--- config.mk ---
export PLATFORM = sky130hd
export DESIGN_NAME = shift_seq
export DESIGN_NICKNAME = d
export VERILOG_FILES = /design/src/rtl/shift_pkg.sv /design/src/rtl/seq_down_cnt.sv /design/src/rtl/shift_seq.sv
export SDC_FILE = /design/constraint.sdc
export NUM_CORES = 1
export LEC_CHECK = 0
export ABC_CLOCK_PERIOD_IN_PS = 4400
export CORE_UTILIZATION = 45
export DETAILED_ROUTE_END_ITERATION = 8
export PLACE_DENSITY = 0.83
export SYNTH_ARGS = -nofsm -noshare
export SYNTH_HDL_FRONTEND = slang
export SYNTH_SLANG_ARGS = --single-unit
export TNS_END_PERCENT = 10
--- constraint.sdc ---
create_clock -name clk -period 4.4 [get_ports clk]
set_input_delay 1.1 -clock clk [delete_from_list [all_inputs] [get_ports clk]]
set_output_delay 1.1 -clock clk [all_outputs]
set_load 0.01 [all_outputs]
--- src/rtl/shift_pkg.sv ---
// Shared types and constants for the shift_reg command sequencer.
package shift_pkg;

    localparam int SR_W = 4;

    localparam logic DIR_RIGHT = 1'b0;
    localparam logic DIR_LEFT  = 1'b1;

    typedef enum logic [1:0] {
        IDLE,
        LOAD,
        SHIFT,
        RESULT
    } seq_state_t;

endpackage

--- src/rtl/seq_down_cnt.sv ---
// Loadable down-counter holding the remaining shift count of the sequencer.
module seq_down_cnt #(
    parameter int CNT_W = 3
) (
    input  logic             clk,
    input  logic             rst,
    input  logic             load,
    input  logic [CNT_W-1:0] load_val,
    input  logic             dec,
    output logic [CNT_W-1:0] count,
    output logic             is_one
);

    // Saturates at zero so a stray decrement cannot wrap to the maximum count.
    always_ff @(posedge clk or posedge rst) begin
        if (rst) begin
            count <= '0;
        end else if (load) begin
            count <= load_val;
        end else if (dec && (count != '0)) begin
            count <= count - 1'b1;
        end
    end

    assign is_one = (count == CNT_W'(1));

endmodule

--- src/rtl/shift_seq.sv ---
// Command sequencer driving a 4-bit load/shift register: load, N shifts, return result.
// Optional feature: SHIFT_SEQ_EARLY_STOP_EN stops shifting once the register reads zero.
module shift_seq
    import shift_pkg::*;
#(
    parameter int CNT_W = 3
) (
    input  logic             clk,
    input  logic             rst,
    input  logic             cmd_valid,
    output logic             cmd_ready,
    input  logic [SR_W-1:0]  cmd_data,
    input  logic             cmd_dir,
    input  logic [CNT_W-1:0] cmd_cnt,
    output logic [SR_W-1:0]  d_out,
    output logic             ld,
    output logic             s_cnt,
    output logic             sr,
    output logic             sl,
    input  logic [SR_W-1:0]  q_in,
    output logic             res_valid,
    input  logic             res_ready,
    output logic [SR_W-1:0]  res_data,
    output logic [CNT_W-1:0] res_shifts
);

    seq_state_t       state;
    seq_state_t       state_nx;
    logic [SR_W-1:0]  data_q;
    logic             dir_q;
    logic [CNT_W-1:0] shifts_q;
    logic [CNT_W-1:0] cnt_val;
    logic             cnt_is_one;
    logic             cnt_is_zero;
    logic             cnt_dec;
    logic             shift_go;
    logic             accept;
    logic             load_skip;
    logic             stop_early;

    assign cmd_ready   = (state == IDLE) && !rst;
    assign accept      = cmd_valid && cmd_ready;
    assign cnt_is_zero = (cnt_val == '0);
    assign res_shifts  = shifts_q;

`ifdef SHIFT_SEQ_EARLY_STOP_EN
    // A zero register cannot change by shifting; skip straight to the result.
    assign load_skip  = (data_q == '0);
    assign stop_early = (q_in == '0);
`else
    assign load_skip  = 1'b0;
    assign stop_early = 1'b0;
`endif

    seq_down_cnt #(
        .CNT_W(CNT_W)
    ) u_remaining (
        .clk      (clk),
        .rst      (rst),
        .load     (accept),
        .load_val (cmd_cnt),
        .dec      (cnt_dec),
        .count    (cnt_val),
        .is_one   (cnt_is_one)
    );

    always_ff @(posedge clk or posedge rst) begin
        if (rst) begin
            state <= IDLE;
        end else begin
            state <= state_nx;
        end
    end

    always_ff @(posedge clk or posedge rst) begin
        if (rst) begin
            data_q   <= '0;
            dir_q    <= DIR_RIGHT;
            shifts_q <= '0;
        end else if (accept) begin
            data_q   <= cmd_data;
            dir_q    <= cmd_dir;
            shifts_q <= '0;
        end else if (shift_go) begin
            shifts_q <= shifts_q + 1'b1;
        end
    end

    always_comb begin
        state_nx  = state;
        d_out     = '0;
        ld        = 1'b0;
        s_cnt     = 1'b0;
        sr        = 1'b0;
        sl        = 1'b0;
        res_valid = 1'b0;
        res_data  = '0;
        cnt_dec   = 1'b0;
        shift_go  = 1'b0;
        unique case (state)
            IDLE: begin
                if (accept) begin
                    state_nx = LOAD;
                end
            end
            LOAD: begin
                ld    = 1'b1;
                d_out = data_q;
                if (cnt_is_zero || load_skip) begin
                    state_nx = RESULT;
                end else begin
                    state_nx = SHIFT;
                end
            end
            SHIFT: begin
                if (stop_early) begin
                    state_nx = RESULT;
                end else begin
                    s_cnt    = 1'b1;
                    sr       = (dir_q == DIR_RIGHT);
                    sl       = (dir_q == DIR_LEFT);
                    cnt_dec  = 1'b1;
                    shift_go = 1'b1;
                    if (cnt_is_one) begin
                        state_nx = RESULT;
                    end
                end
            end
            RESULT: begin
                res_valid = 1'b1;
                res_data  = q_in;
                if (res_ready) begin
                    state_nx = IDLE;
                end
            end
            default: state_nx = IDLE;
        endcase
    end

endmodule

After elaboration in Yosys (flattened, before gate mapping)

Index checks and enable logic that the tools add are counted.

$add $sub $neg: 2
Eq/ne operators: 7
Mux-type cells: 16
Bitwise gates (word level): 1
Reductions and logical operators: 10

Operators by type and width:

| kind                                                | number |
|---|---|
| 2-to-1 mux 3 bit                                    | 4 |
| 2-to-1 mux 4 bit                                    | 2 |
| one-hot mux 2 bit (4 select lines)                  | 1 |
| 2-to-1 mux 1 bit                                    | 6 |
| 2-to-1 mux 2 bit                                    | 3 |
| != test 2 bit, second input constant                | 3 |
| equality test 2 bit, second input constant          | 2 |
| nonzero test 2 bit                                  | 2 |
| adder 3 x 1 -> 3 bit, second input constant         | 1 |
| equality test 3 x 1 -> 1 bit, second input constant | 1 |
| logical AND 1 bit                                   | 3 |
| zero test 3 bit                                     | 1 |
| AND reduction 3 bit                                 | 1 |
| nonzero test 3 bit                                  | 1 |
| subtractor 3 x 1 -> 3 bit, second input constant    | 1 |
| equality test 2 x 1 -> 1 bit, second input constant | 1 |
| zero test 2 bit                                     | 1 |
| zero test 1 bit                                     | 1 |
| inverter 1 bit                                      | 1 |

Register bits after elaboration: 13
Bits of input ports: 16
Output and inout port bits: 17
Logic and storage cells: 41

Longest topological paths before layout

Word-level depth: 5
Mapped depth: 6
Depth with buffers taken out: 5

Cells and area by module

A second synthesis with hierarchy kept.

Cell total of the unflattened synthesis: 79
Area, all modules: 877.1 sq um

By module, submodules not included:

| module       | times used | cells an instance | area each (sq um) |
|---|---|---|---|
| shift_seq    | 1          | 54                | 651.9 |
| seq_down_cnt | 1          | 25                | 225.2 |

Worst setup path after synthesis

Ideal clock, no wire load.

Path kind: input-to-output
Start point: input port rst
End point: output port cmd_ready
Arrival time: 1.298 ns
Data required time: 3.300 ns
Path slack: 2.002 ns
Stages: 1
Buffers on the path: 0
Cells stage by stage: nor2b_1

Cells in the longest elaborated chain, start to end: 2

Ends and longest elaborated chain:

| element                          | RTL line        | text |
|---|---|---|
| start, declared                  | shift_seq.sv:9  | `input logic rst,` |
| zero test 1 bit (no source line) | -               |  |
| logical AND 1 bit                | shift_seq.sv:41 | `assign cmd_ready = (state == IDLE) && !rst;` |
| end, declared                    | shift_seq.sv:11 | `output logic cmd_ready,` |

Every way passes these cells.

Worst setup path after layout

Ends and elaborated chain as after synthesis.

==> metrics.md <==
| Metric | Value |
|---|---|
| Routability cong. | `0.787` |
| First-pass iteration count of the detailed router | `4` |
| Max FO, Critical Path | `3` |
| Vias in the first global route | `624` |
| DR DRC count | `0` |
| Fillers | `roughly 130` |
| Setup repair after global routing missed its margin | `false` |
| Post-CTS Setup Bufs | `0` |
| Largest net degree at the start of global routing | `14` |
| Antenna violations before repair | `0` |
| Clock Latency Late Sink | `between 0.2 and 0.3 ns` |
| Chip height | `approximately 44 um` |
| Initial drt markers | `6` |
| Synth Area per Inst | `around 11 um2` |
| Antenna diodes | `0` |
| CTS Buffer Depth | `2` |
| IO Port Bufs | `32` |
| Final max-slew violation count | `0` |
| Synth Register Bits | `13` |
| Hold buffer count at CTS | `0` |
| Synth Warn # | `0` |
| Post-DP HPWL | `roughly 1300 um` |
| Worst-Margin Slew | `~0.53 ns` |
| Post_cts resized | `0` |
| Seq. cell area | `approximately 330 um2` |
| Setup Skew | `around 0.0023 ns` |
| Final core utilization | `0.731` |
| Largest stage delay, worst path | `about 0.55 ns` |
| Cell Pwr Density | `around 640 nW/um2` |
| I/O Pins | `33` |
| Gr usage total | `0.199` |
| Final hold vios | `0` |
| WP buf/inv | `2` |
| Clock sink count | `13` |
| Count of cell types in the netlist | `23` |
| Most frequent cells in the layout | `32 x clkdlybuf4s50_1, 13 x dfrtp_1, 10 x and2_1, 9 x ha_1, 8 x nor2_1` |
| Crit path launch | `rst` |
| Width of the die | `44.2 um` |
| DR WL/cell | `roughly 13 um` |
| Crit path arrival time | `between 2 and 2.5 ns` |
| Most common cell after layout, fill and taps aside | `clkdlybuf4s50_1` |
| Vias after detailed routing | `625` |
| Clock Pin Slew Worst Setup and Hold Paths | `around 0.080 ns` |
| Total Power | `around 0.00074 W` |
| Syn Nets | `between 100 and 150` |
| Status | `finished clean` |
| Crit share post-route | `0.761` |
| Initial cell density of the core | `0.509` |
| Fin crit period | `about 3.3 ns` |
| Total grt overflow | `0` |
| DRT antenna net count | `0` |
| Average via count per standard cell | `~5.0` |
| Worst setup SP type | `input port` |
| CTS tree | `yes` |
| Drt total wl | `around 1700 um` |
| CP top delay family | `buffers and inverters` |
| Die ar. | `around 2000 um2` |
| Relative slew slack | `0.648` |
| Register area share after synthesis | `0.406` |
| P&R area growth vs syn | `43.7%` |
| F_max | `roughly 0.3 GHz` |
| Worst-path cell chain | `clkdlybuf4s50_1 -> nor2b_1 -> clkdlybuf4s50_1` |
| Leak | `0.535 nW` |
| Max cap viols | `0` |
| Reg2reg start | `state[0]` |
| CORE AREA | `roughly 1600 um2` |
| Row cnt | `14` |
| Syn Inst Count | `between 70 and 80` |
| CP Class | `in2out` |
| Multi-input logic area | `434 um2` |
| H-tree levels | `1` |
| Netlist Area Pre-Place | `802 um2` |
| Clk Tree Root Cell | `clkbuf_4` |
| Min-Delay Path Class | `reg2reg` |
| CTS buffer count | `3` |
| Global-route wire length before repair | `2820 um` |
| Most common cell type on the critical path | `clkdlybuf4s50_1` |
| Nets | `roughly 140` |
| Critical path endpoint category | `output port` |
| Peak VDD IR | `0.000392 V` |
| Hold_sp | `data_q[0]` |
| Share of layout cells above drive strength 1 | `0.0909` |
| Req. time, crit path | `3.30 ns` |
| Final setup vio count | `0` |
| Critical Path Slowest Stage Cell | `clkdlybuf4s50_1` |
| Setup TNS | `0 ns` |
-- Yosys cell counts, drive strengths merged --
cell    number  area, um2
dfrtp       13        325
and2        10       62.6
ha           9        113
nor2         8       30.0
inv          7       26.3
mux2         6       67.6
mux2i        3       30.0
a31oi        2       12.5
buf          2       16.3
nand2        2       7.51
nor2b        2       12.5
o21ai        2       10.0
or3          2       12.5
a21oi        1       5.00
a222oi       1       10.0
a311oi       1       8.76
and2b        1       8.76
nand2b       1       6.26
nand3b       1       20.0
xnor2        1       8.76
xor2         1       8.76
-- layer usage --
metal	global-route usage	part of all wire	vias to the layer above
li1	-	-	320
met1	0.256	0.44	287
met2	0.335	0.52	16
met3	0.0367	0.031	2
met4	0.0727	0.0091	0
met5	0	0	-
-- state kept, by name (all words and copies together), names as in the netlist --
register and cells:
state 2, data_q 4, u_remaining.count 3, dir_q 1
res_shifts 3
-- stage by stage --
stage	cells	hold WS [ns]	area, um2	worst slack (ns)
floorplan	76	0.471	802	2.00
global placement	122	0.479	1130	1.09
detailed placement	122	0.495	1130	1.05
CTS	126	0.515	1150	1.05
global route	126	0.532	1150	1.01
finish	126	0.509	1150	1.05
-- layout make-up --
cell class,count,area share
clock buffer,4,0.0228
inverter,7,0.0228
multi-input combinational,54,0.377
sequential,13,0.282
tap,16,0.0174
timing repair buffer,32,0.278
-- cells by family (layout without fill, tap and decap cells) --
group                      after synthesis  in the layout  share of synthesized area
buffers and inverters                    9             43                     0.0530
xor gates and xnor gates                 2              2                     0.0218
adders and majority gates                9              9                      0.140
AOI/OAI and AO/OA                        7              7                     0.0577
and+or+nand+nor                         27             27                      0.200
DFF                                     13             13                      0.406
muxes                                    9              9                      0.122
-- worst register-to-register path, delay by kind of cell (launching register included) --
| kind | cells | cell delay (ns) |
|---|---|---|
| mux | 1 | 0.37 |
| buf+inv | 1 | 0.14 |
| simple gates | 1 | 0.19 |
| flops | 1 | 0.43 |
| fa+ha+maj | 1 | 0.26 |
| compound gates | 1 | 0.44 |
-- report_power, final --
| part | switching [W] | internal (W) |
|---|---|---|
| logic | 0.000192 | 0.000244 |
| registers | 0.0000435 | 0.000183 |
| clock network | 0.0000425 | 0.0000352 |
| total | 0.000278 | 0.000462 |
-- final timing paths --
check | cells past startpoint | endpoint | slack [ns]
max in group asynchronous | 2 | u_remaining.count[0] | 2.83
worst max-delay path | 3 | cmd_ready | 1.05
worst min-delay path | 1 | data_q[0] | 0.51
min in group asynchronous | 2 | res_shifts[2] | 1.22
worst min register to register | 1 | data_q[0] | 0.51
worst max register to register | 5 | state[1] | 2.46
No activity file was read; power rests on OpenSTA's default activity.
==> variant: new RTL, same settings <==
Encoding of `seq_state_t`: now one-hot (4 bits for 4 states).
--- a/src/rtl/shift_pkg.sv
+++ b/src/rtl/shift_pkg.sv
@@ -6,11 +6,11 @@
     localparam logic DIR_RIGHT = 1'b0;
     localparam logic DIR_LEFT  = 1'b1;
 
-    typedef enum logic [1:0] {
-        IDLE,
-        LOAD,
-        SHIFT,
-        RESULT
+    typedef enum logic [3:0] {
+        IDLE   = 4'b0001,
+        LOAD   = 4'b0010,
+        SHIFT  = 4'b0100,
+        RESULT = 4'b1000
     } seq_state_t;
 
 endpackage
Behaviour: same outputs for any inputs over 10 cycles, from zero or initial values and one cycle with rst high; not proved beyond that.
==> variant against the unedited design <==
Wire length up 19%; worst setup slack lost 0.19 ns; hold slack gained 0.0054 ns; critical endpoint is now d_out[3]; sequential cell count is 2 higher; cell count is 19% higher; via count up 26%; die area up 12%; area after synthesis increased by 12%; final area increased by 8.4%; highest routed layer unchanged; critical path depth unchanged; register-to-register slack improved by 0.08 ns; synthesized cell count grew 24%.
Power is not compared: it rests on default switching activity, and its combinational part moved more than twofold at a synthesized area within 25%.
==> variant: results (changes against the unedited design) <==
[status]
outcome=finished clean

[hold_path]
worstHoldStart=data_q[2]$_DFFE_PP0P_
min_delay_path_depth=1  ; unchanged
hold_end=data_q[2]$_DFFE_PP0P_

[yosys]
ys_seq_area_share_pct=41.9  ; +1.3 points
synth_area_leaders=dfrtp_1 39%, and2_1 6.3%, mux2_2 6.3%
synth_ff_type=dfrtp_1
yosys.cell_types.count=36  ; +57%
syn-num-nets=114  ; +13%
synthArstFlopShare_pct=100  ; unchanged
synth_common_cells=14 x dfrtp_1, 9 x and2_1, 8 x inv_1

[route]
wl_um=1970  ; +19%
vias=790  ; +26%
first_iter_violations=17  ; +11
dr_wl_met3_um=171  ; +230%
dr_wl_met2_um=924  ; +7.4%
met1_length_um=844  ; +16%

[placed_design]
pre_cts_ws_ns=0.904  ; -0.149 ns
dp_hpwl_um=1480  ; +14%
placed_area_um2=1220  ; +8.6%
routabilityCongestion=0.766  ; -2.7%

[final_layout]
nets=146  ; +7.4%
num_antenna_cells=0  ; unchanged
layout-drive-gt1-share_pct=9.60  ; +0.51 points
fillers=155  ; +23%

[critical_path]
worst_ep_arrival_time_ns=2.44  ; +0.19 ns
reg2reg_slack_ns=2.54  ; +0.08 ns
crit_fanout=8  ; +5
startpoint=state[3]$_DFFE_PP0P_
timing.rr.start=state[2]$_DFFE_PP0P_
reg2reg_depth=4  ; -1
r2r-end=data_q[3]$_DFFE_PP0P_

[pwr]
vdd.ir_drop.worst_mv=0.193
switching_share_pct=32.3
leakagePower_uw=0.000528

[timing]
worstMarginPinSlew_ns=1.04  ; +0.509 ns
clock_skew_ns=0.0165  ; +0.0142 ns

[global_routing]
grtUsageMet3_pct=5.49  ; +1.8 points
grt_pass1_vias=719  ; +15%
grt_max_degree=16  ; +2
grt_antenna_before_repair=0  ; unchanged
grt_pass1_wl_um=3070  ; +8.8%
use_met1_pct=25.8  ; +0.21 points
grtUsageMet2_pct=34.2  ; +0.64 points
grt_use_total_pct=20.5  ; +0.58 points

[cts]
postCtsSetupRepairBufs=0  ; unchanged
cts.repair.resized=0  ; unchanged
clkTransAtPathRegs_ns=0.10  ; +0.02 ns

[variant: power groups by stage]
stage / Combinational (µW) / Sequential, µW / Clock, µW
4_1_cts: 139 / 205 / 84.1
5_1_grt: 153 / 210 / 87.8
2_1_floorplan: 101 / 196 / 0
6_report: 137 / 205 / 82.7
3_5_place_dp: 139 / 207 / 0
3_3_place_gp: 132 / 204 / 0
[variant: how the worst max path moves through the flow]
stage / to / slack [ns] / cells past startpoint
finish: d_out[3] / 0.86 / 3
floorplan: cmd_ready / 1.73 / 1
detailed placement: cmd_ready / 0.90 / 3
global placement: cmd_ready / 0.92 / 3
CTS: cmd_ready / 0.90 / 3
global route: d_out[0] / 0.70 / 3
[variant: cells by family after synthesis]
kind of cell               Yosys count  share of synthesized area (%)
and+or+nand+nor                     37                           26.0
AOI/OAI and AO/OA                   17                           12.0
buffers and inverters               15                           7.37
DFF                                 15                           41.9
muxes                                5                           6.26
adders and majority gates            4                           5.56
xor gates and xnor gates             1                          0.974
[variant: cell type report]
class | instances | area (µm²) | share of cell area [%]
repair buffers | 32 | 320 | 25.7
well taps | 25 | 31.3 | 2.51
flip-flops and latches | 15 | 377 | 30.2
multi-input cells | 64 | 457 | 36.6
clock buffers | 4 | 26.3 | 2.10
inverters | 10 | 37.5 | 3.01
[variant: critical path, stage by stage (launching register included)]
cell and delay (ns):
dfrtp_1 0.46, nor4b_1 0.90, and2_1 0.23, clkdlybuf4s50_1 0.54
[variant: through the flow]
stage	hold WS [ns]	instances
after floorplan	0.472	94
after global placement	0.481	146
after detailed placement	0.491	146
after CTS	0.520	150
after global routing	0.531	150
final	0.514	150
